## config.mk

```make
export PLATFORM = sky130hd
export DESIGN_NAME = vga_timing_gen
export DESIGN_NICKNAME = d
export VERILOG_FILES = /design/src/rtl/vga_timing_gen.sv
export SDC_FILE = /design/constraint.sdc
export NUM_CORES = 1
export LEC_CHECK = 0
export ABC_AREA = 1
export CORE_MARGIN = 1
export CORE_UTILIZATION = 51
export DETAILED_ROUTE_END_ITERATION = 8
export GPL_TIMING_DRIVEN = 1
export PLACE_DENSITY = 0.88
export SLEW_MARGIN = 10
export SYNTH_ARGS = -nofsm -noshare
export SYNTH_HDL_FRONTEND = slang
export SYNTH_SLANG_ARGS = --single-unit
```

## constraint.sdc

```tcl
create_clock -name clk -period 4.1 [get_ports clk]
set_input_delay 0.615 -clock clk [delete_from_list [all_inputs] [get_ports clk]]
set_output_delay 0.615 -clock clk [all_outputs]
set_load 0.01 [all_outputs]
```

## src/rtl/vga_timing_gen.sv

```systemverilog
// vga_timing_gen -- pixel/line counters and registered sync/colour stage for a
// VGA-style raster display.
//
// Ports
//   clk        in   1   system clock, all state changes on the rising edge
//   resetn     in   1   synchronous active-low reset, wins over ce
//   ce         in   1   pixel-tick enable; nothing advances while low
//   colour_in  in  12   renderer colour, combinational in x/y
//   x, y       out 10   current h/v counters (no pipeline delay)
//   video_on   out  1   x/y inside the visible area (combinational)
//   hsync      out  1   active-low hsync, registered to line up with rgb
//   vsync      out  1   active-low vsync, registered to line up with rgb
//   rgb        out 12   registered colour, forced to 0 while blanked
//   frame_tick out  1   one-clk pulse on the last tick of a frame
module vga_timing_gen #(
  parameter int H_ACTIVE = 640,
  parameter int H_FP     = 16,
  parameter int H_SYNC   = 96,
  parameter int H_BP     = 48,
  parameter int V_ACTIVE = 480,
  parameter int V_FP     = 10,
  parameter int V_SYNC   = 2,
  parameter int V_BP     = 33
) (
  input  logic        clk,
  input  logic        resetn,
  input  logic        ce,
  input  logic [11:0] colour_in,
  output logic [9:0]  x,
  output logic [9:0]  y,
  output logic        video_on,
  output logic        hsync,
  output logic        vsync,
  output logic [11:0] rgb,
  output logic        frame_tick
);

  localparam int H_TOTAL = H_ACTIVE + H_FP + H_SYNC + H_BP;
  localparam int V_TOTAL = V_ACTIVE + V_FP + V_SYNC + V_BP;

  localparam logic [9:0] H_MAX    = 10'(H_TOTAL - 1);
  localparam logic [9:0] V_MAX    = 10'(V_TOTAL - 1);
  localparam logic [9:0] H_VIS    = 10'(H_ACTIVE);
  localparam logic [9:0] V_VIS    = 10'(V_ACTIVE);
  localparam logic [9:0] HS_FIRST = 10'(H_ACTIVE + H_FP);
  localparam logic [9:0] HS_LAST  = 10'(H_ACTIVE + H_FP + H_SYNC - 1);
  localparam logic [9:0] VS_FIRST = 10'(V_ACTIVE + V_FP);
  localparam logic [9:0] VS_LAST  = 10'(V_ACTIVE + V_FP + V_SYNC - 1);

  logic [9:0] h_cnt, v_cnt;
  logic       h_last, v_last;
  logic       hs_raw, vs_raw;

  assign h_last = (h_cnt == H_MAX);
  assign v_last = (v_cnt == V_MAX);

  // Counters: h wraps every line, v steps only on the last pixel of a line.
  always_ff @(posedge clk) begin
    if (!resetn) begin
      h_cnt <= '0;
      v_cnt <= '0;
    end else if (ce) begin
      h_cnt <= h_last ? '0 : h_cnt + 10'd1;
      if (h_last)
        v_cnt <= v_last ? '0 : v_cnt + 10'd1;
    end
  end

  assign x        = h_cnt;
  assign y        = v_cnt;
  assign video_on = (h_cnt < H_VIS) && (v_cnt < V_VIS);
  assign hs_raw   = (h_cnt >= HS_FIRST) && (h_cnt <= HS_LAST);
  assign vs_raw   = (v_cnt >= VS_FIRST) && (v_cnt <= VS_LAST);

  // Output stage: one ce-tick behind the counters. Syncs go through the same
  // register as rgb so the monitor sees them aligned with the pixel data.
  // Reset parks syncs inactive so a restart never emits a truncated pulse.
  always_ff @(posedge clk) begin
    if (!resetn) begin
      rgb   <= '0;
      hsync <= 1'b1;
      vsync <= 1'b1;
    end else if (ce) begin
      rgb   <= video_on ? colour_in : 12'h000;
      hsync <= ~hs_raw;
      vsync <= ~vs_raw;
    end
  end

  // Combinational so it covers exactly the clk in which the final tick is
  // taken; gated by resetn so it reads 0 whenever reset is applied.
  assign frame_tick = resetn & ce & h_last & v_last;

endmodule
```

==> flow_summary.json, run 1 <==
{
  "status": "finished, final reports clean",
  "viasPerCell": 5.31,
  "clock-root-buffer": "clkbuf_4",
  "postRouteAntennaNets": 0,
  "clk_pin_slew_ns": 0.09,
  "dieArea_um2": 3780,
  "antenna_found_initial": 0,
  "path_max_fanout": 15,
  "totalNegativeSetupSlack_ns": 0,
  "numCtsBuffers": 5,
  "coreArea_um2": 3360,
  "cts_resized": 0,
  "clk_latency_ns": 0.34,
  "first_global_vias": 1577,
  "drt_iter0_drc": 139,
  "gp_congestion": 0.908,
  "worstRegToRegCells": 5,
  "rsz0062_at_grt": "false",
  "portBuffers": 50,
  "post-route-min-period_ns": 3.24,
  "worst_pin_slew_ns": 0.739,
  "internal_power_mw": 0.446,
  "syn_area_um2": 1800,
  "top_layer": "met4",
  "clockBufferDepth": 2,
  "yosysSeqAreaShare_pct": 37.8,
  "cap_violations": 0,
  "ys_seq_elements": 34,
  "hold_end": "vsync$_SDFFE_PN1P_",
  "dr.pass1.iters": 4,
  "powerDensity_nw_per_um2": 249,
  "grt-ovfl-total": 0,
  "cts_setup_buffers": 0,
  "drc": 0,
  "synth_area_per_cell_um2": 7.42,
  "fmax_ghz": 0.308,
  "whs_path_depth": 2,
  "hold_violations": 0,
  "final_max_slew_viol_count": 0,
  "worstSetupEndpointType": "output pin",
  "fillers": 298,
  "n_antenna_cell": 0,
  "crit_path_start_kind": "input pin",
  "ys_types": 34,
  "slew_headroom_pct": 50.4,
  "regToRegSetupSlack_ns": 2.49,
  "p_sw_share_pct": 24.5,
  "layout-drive-gt1-share_pct": 11.2,
  "totalPowerFinal_mw": 0.591,
  "met1_length_mm": 1.86,
  "critPathKind": "input pin to output pin",
  "layout_commonest_cell": "clkdlybuf4s50_1",
  "timing.rr.start": "x[8]$_SDFFE_PN0P_",
  "synth_nets": 262,
  "switchingPower_mw": 0.145,
  "p_leak_nw": 0.978,
  "skew_ns": 0.00337,
  "dieWidth_um": 61.5,
  "io_pins": 51,
  "period_share_pct": 79.1,
  "syn_inst": 243,
  "grtUsageTotal_pct": 25.8,
  "place_hpwl_mm": 3.16,
  "hold_path_startpoint": "vsync$_SDFFE_PN1P_",
  "die_y_um": 61.5,
  "vdd_drop_max_v": 0.000211,
  "cts_num_sinks": 34,
  "area_growth_pct": 31.9,
  "cts_hold_buf": 0,
  "cts_tree": "built",
  "pwr-share-seq_pct": 58.9,
  "critical_path_arrival_ns": 2.63,
  "initial_utilization_pct": 53.6,
  "hold_path.class": "flop to flop",
  "wl_met3_um": 263,
  "setup_viol": 0,
  "wl_mm": 4.27,
  "crit_start": "resetn",
  "fin_nets": 314,
  "wl_per_cell_um": 12.5,
  "htree_levels": 2,
  "grt_pass1_wl_mm": 7.10,
  "r2r_end": "rgb[9]$_SDFFE_PN0P_",
  "rows": 21,
  "ys.warnings.count": 0,
  "worstPathRequired_ns": 3.48,
  "grt_max_degree": 32,
  "dr_total_vias": 1810,
  "met2_length_mm": 2.07,
  "p_clk_share_pct": 28.8,
  "combPwrFrac_pct": 12.3,
  "most-common-layout-cells": "clkdlybuf4s50_1 (50), nand2_1 (39), dfxtp_1 (34)"
}
flip-flops by register name (all words and copies together), names as in the netlist:
register  flops
hsync         1
rgb          12
vsync         1
y            10
x            10
power by group through the flow:
stage | Clock, mW | Combinational, mW | Sequential [mW]
final | 0.170 | 0.0728 | 0.348
after global routing | 0.189 | 0.0796 | 0.350
after detailed placement | 0 | 0.0728 | 0.355
after global placement | 0 | 0.0704 | 0.355
after floorplan | 0 | 0.0255 | 0.360
after CTS | 0.175 | 0.0731 | 0.348
critical path, cell delays in order:
cell and delay [ns]:
clkdlybuf4s50_1 0.84, clkinv_1 0.39, nor2_1 0.21, clkdlybuf4s50_1 0.56
through the flow:
stage / area [µm²] / std cells / utilization, % / worst slack [ns] / hold slack (ns)
after global placement: 2330 / 334 / 69.3 / 0.912 / 0.483
after detailed placement: 2330 / 334 / 69.3 / 0.846 / 0.493
after CTS: 2380 / 341 / 70.7 / 0.860 / 0.517
final: 2380 / 341 / 70.7 / 0.856 / 0.515
after floorplan: 1800 / 243 / - / 2.16 / 0.512
after global routing: 2380 / 341 / 70.7 / 0.713 / 0.542
metal layers:
layer / GRT usage, % / vias to the layer above
met2: 41.6 / 61
met3: 8.19 / 8
li1: - / 909
met4: 8.25 / 0
met5: 0 / -
met1: 32.8 / 832
cell families (layout without fill, tap and decap cells):
kind of cell,count (synthesis),count (layout),share of synthesized area [%]
AO/OA/AOI/OAI,51,51,15.0
XOR/XNOR,1,1,0.486
adder cells (fa/ha/maj),4,4,2.78
buffers and inverters,37,89,8.47
flip-flops,34,34,37.8
AND/OR/NAND/NOR,116,116,35.5
how the worst max path moves through the flow:
stage | endpoint | slack (ns) | cells past startpoint
6_report | frame_tick | 0.86 | 4
5_1_grt | frame_tick | 0.71 | 4
4_1_cts | frame_tick | 0.86 | 4
3_5_place_dp | frame_tick | 0.85 | 4
3_3_place_gp | frame_tick | 0.91 | 4
2_1_floorplan | frame_tick | 2.16 | 7
cell type report:
class	instances	area [µm²]	share of cell area (%)
Multi-Input combinational cell	172	970	40.8
Tap cell	46	57.6	2.42
Sequential cell	34	681	28.6
Clock buffer	7	45.0	1.89
Inverter	31	116	4.89
Timing Repair Buffer	51	508	21.4
cells in the mapped netlist (all sizes together):
| cell type | n | area share [%] |
|---|---|---|
| nand2 | 44 | 11 |
| clkbuf | 2 | 0.42 |
| nand3 | 27 | 8.3 |
| nor3 | 7 | 2.8 |
| ha | 4 | 2.8 |
| o21ai | 22 | 6.1 |
| xor2 | 1 | 0.49 |
| clkinv | 1 | 0.21 |
| a211oi | 1 | 0.42 |
| o21bai | 1 | 0.42 |
| nand3b | 1 | 0.42 |
| inv | 30 | 6.2 |
| o2111ai | 1 | 0.49 |
| buf | 4 | 1.6 |
| o211ai | 1 | 0.42 |
| nor3b | 5 | 3.5 |
| nand4 | 4 | 1.4 |
| dfxtp | 34 | 38 |
| a21oi | 25 | 7.1 |
| nor4 | 1 | 0.35 |
| nor2 | 27 | 8.1 |
No activity file was read; power rests on OpenSTA's default activity.
==> run 2: changes to the inputs <==
CORE_UTILIZATION = 47   (was 51)
PLACE_DENSITY = 0.82   (was 0.88)
clock period = 3.3 ns   (was 4.1 ns; I/O delays follow)
==> flow_summary.json, run 2 (same netlist as run 1, synthesis figures left out) <==
{
  "status": "finished, final reports clean",
  "hold_violations": 0,
  "area_growth_pct": 35.0,
  "wl_mm": 4.18,
  "io_pins": 51,
  "vdd_drop_max_v": 0.000259,
  "totalNegativeSetupSlack_ns": 0,
  "crit_start": "x[1]$_SDFFE_PN0P_",
  "die_y_um": 63.9,
  "grtUsageTotal_pct": 22.8,
  "initial_utilization_pct": 49.2,
  "worstRegToRegCells": 5,
  "critical_path_arrival_ns": 2.20,
  "cts_setup_buffers": 0,
  "skew_ns": 0.00408,
  "clk_latency_ns": 0.29,
  "dr.pass1.iters": 4,
  "layout-drive-gt1-share_pct": 12.1,
  "postRouteAntennaNets": 0,
  "first_global_vias": 1743,
  "fin_nets": 315,
  "crit_path_start_kind": "flop",
  "cts_hold_buf": 0,
  "viasPerCell": 5.17,
  "htree_levels": 2,
  "grt-ovfl-total": 0,
  "numCtsBuffers": 5,
  "crit_path_end": "frame_tick",
  "r2r_end": "rgb[3]$_SDFFE_PN0P_",
  "setup_viol": 0,
  "regToRegSetupSlack_ns": 1.72,
  "drc": 0,
  "timing.rr.start": "x[8]$_SDFFE_PN0P_",
  "place_hpwl_mm": 3.01,
  "wl_per_cell_um": 12.1,
  "drt_iter0_drc": 92,
  "antenna_found_initial": 0,
  "gp_congestion": 0.920,
  "worst_pin_slew_ns": 0.771,
  "clock-root-buffer": "clkbuf_8",
  "cts_tree": "built",
  "clk_pin_slew_ns": 0.07,
  "layout_commonest_cell": "clkdlybuf4s50_1",
  "dieWidth_um": 63.9,
  "portBuffers": 50,
  "largest_register": "rgb",
  "timing.hold.ws_ns": 0.485,
  "clockBufferDepth": 2,
  "rows": 22,
  "critPathKind": "flop to output pin",
  "cap_violations": 0,
  "cts_num_sinks": 34,
  "n_antenna_cell": 0,
  "final_max_slew_viol_count": 0,
  "path_max_fanout": 5,
  "fmax_ghz": 0.371,
  "worstPathRequired_ns": 2.80,
  "dieArea_um2": 4090,
  "rsz0062_at_grt": "false",
  "cts_resized": 0,
  "post-route-min-period_ns": 2.69,
  "coreArea_um2": 3660,
  "grt_pass1_wl_mm": 7.33,
  "powerDensity_nw_per_um2": 345,
  "most-common-layout-cells": "clkdlybuf4s50_1 (50), nand2_1 (39), dfxtp_1 (34)",
  "hold_path.class": "flop to flop",
  "dr_total_vias": 1782,
  "p_leak_nw": 1.01,
  "slew_headroom_pct": 48.3,
  "period_share_pct": 81.6,
  "grt_max_degree": 31,
  "fillers": 313,
  "worstSetupEndpointType": "output pin",
  "largest_register_ffs": 12
}
## run 2: cell count changes in the layout (fill, tap and decap cells not counted)
cell      delta
buf_4        +1
clkbuf_1     -1
clkbuf_4     -5
clkinv_2     +1
clkbuf_8     +6
## run 2: worst min-delay path by stage
stage / start / end / slack (ns) / depth (start not counted)
global route: vsync$_SDFFE_PN1P_ / vsync$_SDFFE_PN1P_ / 0.53 / 2
finish: vsync$_SDFFE_PN1P_ / vsync$_SDFFE_PN1P_ / 0.48 / 2
floorplan: vsync$_SDFFE_PN1P_ / vsync$_SDFFE_PN1P_ / 0.51 / 2
global placement: vsync$_SDFFE_PN1P_ / vsync$_SDFFE_PN1P_ / 0.46 / 2
CTS: vsync$_SDFFE_PN1P_ / vsync$_SDFFE_PN1P_ / 0.50 / 2
detailed placement: vsync$_SDFFE_PN1P_ / vsync$_SDFFE_PN1P_ / 0.48 / 2
## run 2: critical path, stage by stage (launching register included)
cell	delay [ns]
dfxtp_1	0.38
ha_1	0.21
nand2_1	0.11
nor2_4	0.15
nand2_1	0.09
nor2_2	0.17
nand2_1	0.12
nor2_1	0.13
clkdlybuf4s50_1	0.55
## run 2: final cells by class
cell class	instances	area [µm²]	share of cell area [%]
clock buffer	7	86.3	3.55
clock inverter	1	5.00	0.206
inverter	31	116	4.78
multi-input combinational	172	970	39.8
sequential	34	681	28.0
tap	48	60.1	2.47
timing repair buffer	52	515	21.2
## run 2: through the flow
step | cell area, µm² | setup slack (ns) | cells | power [mW] | util [%]
finish | 2430 | 0.607 | 345 | 0.839 | 66.5
global route | 2430 | 0.456 | 345 | 0.873 | 66.5
CTS | 2430 | 0.591 | 345 | 0.851 | 66.5
detailed placement | 2340 | 0.649 | 337 | 0.532 | 64.0
global placement | 2340 | 0.636 | 337 | 0.530 | 64.0
floorplan | 1800 | 1.48 | 243 | 0.479 | -
## run 2: power breakdown
group          leakage, nW  switching, mW  internal, mW
combinational        0.679         0.0406        0.0507
sequential           0.278        0.00816         0.424
clock               0.0482          0.147         0.168
total                 1.01          0.196         0.643
## run 2: per-layer routing
layer	vias up	part of all wire (%)	track usage (%)
li1	914	-	-
met1	799	46	27.7
met2	57	45	37.0
met3	12	6.6	6.43
met4	0	2.7	10.5
met5	-	0	0
==> run 3: changes to the inputs <==
clock period = 2.75 ns   (was 3.3 ns; I/O delays follow)
==> flow_summary.json, run 3 (same netlist as run 1, synthesis figures left out) <==
{
  "wl_mm": 4.07,
  "grt_max_degree": 31,
  "grt_pass1_wl_mm": 6.83,
  "cts_setup_buffers": 0,
  "critPathKind": "flop to output pin",
  "path_max_fanout": 5,
  "largest_register": "rgb",
  "cts_tree": "built",
  "dieArea_um2": 4090,
  "timing.rr.start": "x[8]$_SDFFE_PN0P_",
  "coreArea_um2": 3660,
  "r2r_end": "rgb[3]$_SDFFE_PN0P_",
  "htree_levels": 2,
  "drt_iter0_drc": 72,
  "clock-root-buffer": "clkbuf_8",
  "powerDensity_nw_per_um2": 413,
  "p_clk_share_pct": 37.6,
  "grtUsageTotal_pct": 21.3,
  "worstPathRequired_ns": 2.34,
  "slew_headroom_pct": 49.7,
  "hold_end": "vsync$_SDFFE_PN1P_",
  "clockBufferDepth": 2,
  "dp_cells": 337,
  "gp_congestion": 0.916,
  "combPwrFrac_pct": 10.8,
  "fillers": 318,
  "clk_pin_slew_ns": 0.07,
  "most-common-layout-cells": "clkdlybuf4s50_1 (50), nand2_1 (39), dfxtp_1 (34)",
  "switchingPower_mw": 0.232,
  "cap_violations": 0,
  "skew_ns": 0.00594,
  "p_leak_nw": 1.01,
  "setup_viol": 0,
  "grt-ovfl-total": 0,
  "worst_pin_slew_ns": 0.750,
  "multi_input_area_um2": 970,
  "rsz0062_at_grt": "false",
  "cts_num_sinks": 34,
  "totalNegativeSetupSlack_ns": 0,
  "place_hpwl_mm": 3.03,
  "post-route-min-period_ns": 2.59,
  "vdd_drop_max_v": 0.000275,
  "drc": 0,
  "place_area_um2": 2340,
  "cts_hold_buf": 0,
  "hold_path_startpoint": "vsync$_SDFFE_PN1P_",
  "largest_register_ffs": 12,
  "first_global_vias": 1592,
  "layout_commonest_cell": "clkdlybuf4s50_1",
  "rows": 22,
  "layout-drive-gt1-share_pct": 12.1,
  "pwr-share-seq_pct": 51.6,
  "utilization_pct": 66.5,
  "whs_path_depth": 2,
  "p_sw_share_pct": 23.2,
  "fmax_ghz": 0.386,
  "numCtsBuffers": 5,
  "postRouteAntennaNets": 0,
  "wl_per_cell_um": 11.8,
  "final_max_slew_viol_count": 0,
  "worstRegToRegCells": 5,
  "fin_nets": 315,
  "area_growth_pct": 35.0,
  "totalPowerFinal_mw": 1.00,
  "ff_latch_area_um2": 681,
  "clk_latency_ns": 0.28,
  "final_cell_area_um2": 2430,
  "internal_power_mw": 0.772,
  "initial_utilization_pct": 49.2,
  "dr.pass1.iters": 4,
  "die_y_um": 63.9,
  "cts_resized": 0,
  "status": "finished, final reports clean",
  "fin_cells": 345,
  "dieWidth_um": 63.9,
  "antenna_found_initial": 0,
  "io_pins": 51,
  "worstSetupEndpointType": "output pin",
  "dr_total_vias": 1766,
  "regToRegSetupSlack_ns": 1.16,
  "hold_path.class": "flop to flop",
  "hold_violations": 0,
  "critical_path_arrival_ns": 2.18,
  "n_antenna_cell": 0,
  "crit_path_start_kind": "flop",
  "viasPerCell": 5.12,
  "period_share_pct": 94.1,
  "portBuffers": 50
}
run 3: cell counts in the layout (fill, tap and decap cells not counted):
No cell type changed its count.
run 3: how the worst max path moves through the flow:
stage | startpoint | to | slack, ns | depth (start not counted)
final | x[1]$_SDFFE_PN0P_ | frame_tick | 0.16 | 8
after global routing | x[0]$_SDFFE_PN0P_ | frame_tick | 0.02 | 8
after CTS | x[0]$_SDFFE_PN0P_ | frame_tick | 0.16 | 8
after detailed placement | ce | frame_tick | 0.26 | 8
after global placement | ce | frame_tick | 0.25 | 8
after floorplan | x[0]$_SDFFE_PN0P_ | frame_tick | 1.01 | 7
run 3: metal layers:
metal	global-route usage [%]	wire length, µm
met1	26.1	1870
met2	35.4	1920
met3	5.36	225
met4	8.24	54
met5	0	0
run 3: through the flow:
step | hold WS [ns] | setup slack (ns)
after floorplan | 0.512 | 1.01
after global placement | 0.459 | 0.255
after detailed placement | 0.458 | 0.258
after CTS | 0.483 | 0.156
after global routing | 0.515 | 0.0192
final | 0.481 | 0.161
run 3: critical path, stage by stage (launching register included):
cell             delay, ns
dfxtp_1               0.38
ha_1                  0.20
nand2_1               0.11
nor2_4                0.14
nand2_1               0.08
nor2_2                0.19
nand2_1               0.13
nor2_1                0.12
clkdlybuf4s50_1       0.55
run 3: cell type report:
| type | count | share of cell area, % |
|---|---|---|
| Timing Repair Buffer | 52 | 21.2 |
| Clock inverter | 1 | 0.206 |
| Inverter | 31 | 4.78 |
| Sequential cell | 34 | 28.0 |
| Clock buffer | 7 | 3.55 |
| Multi-Input combinational cell | 172 | 39.8 |
| Tap cell | 48 | 2.47 |
run 3: power by group through the flow:
| stage | combinational [mW] | clock, mW | sequential [mW] |
|---|---|---|---|
| 6_report | 0.109 | 0.377 | 0.518 |
| 5_1_grt | 0.120 | 0.404 | 0.520 |
| 4_1_cts | 0.110 | 0.385 | 0.518 |
| 3_5_place_dp | 0.109 | 0 | 0.529 |
| 3_3_place_gp | 0.108 | 0 | 0.529 |
| 2_1_floorplan | 0.0380 | 0 | 0.536 |
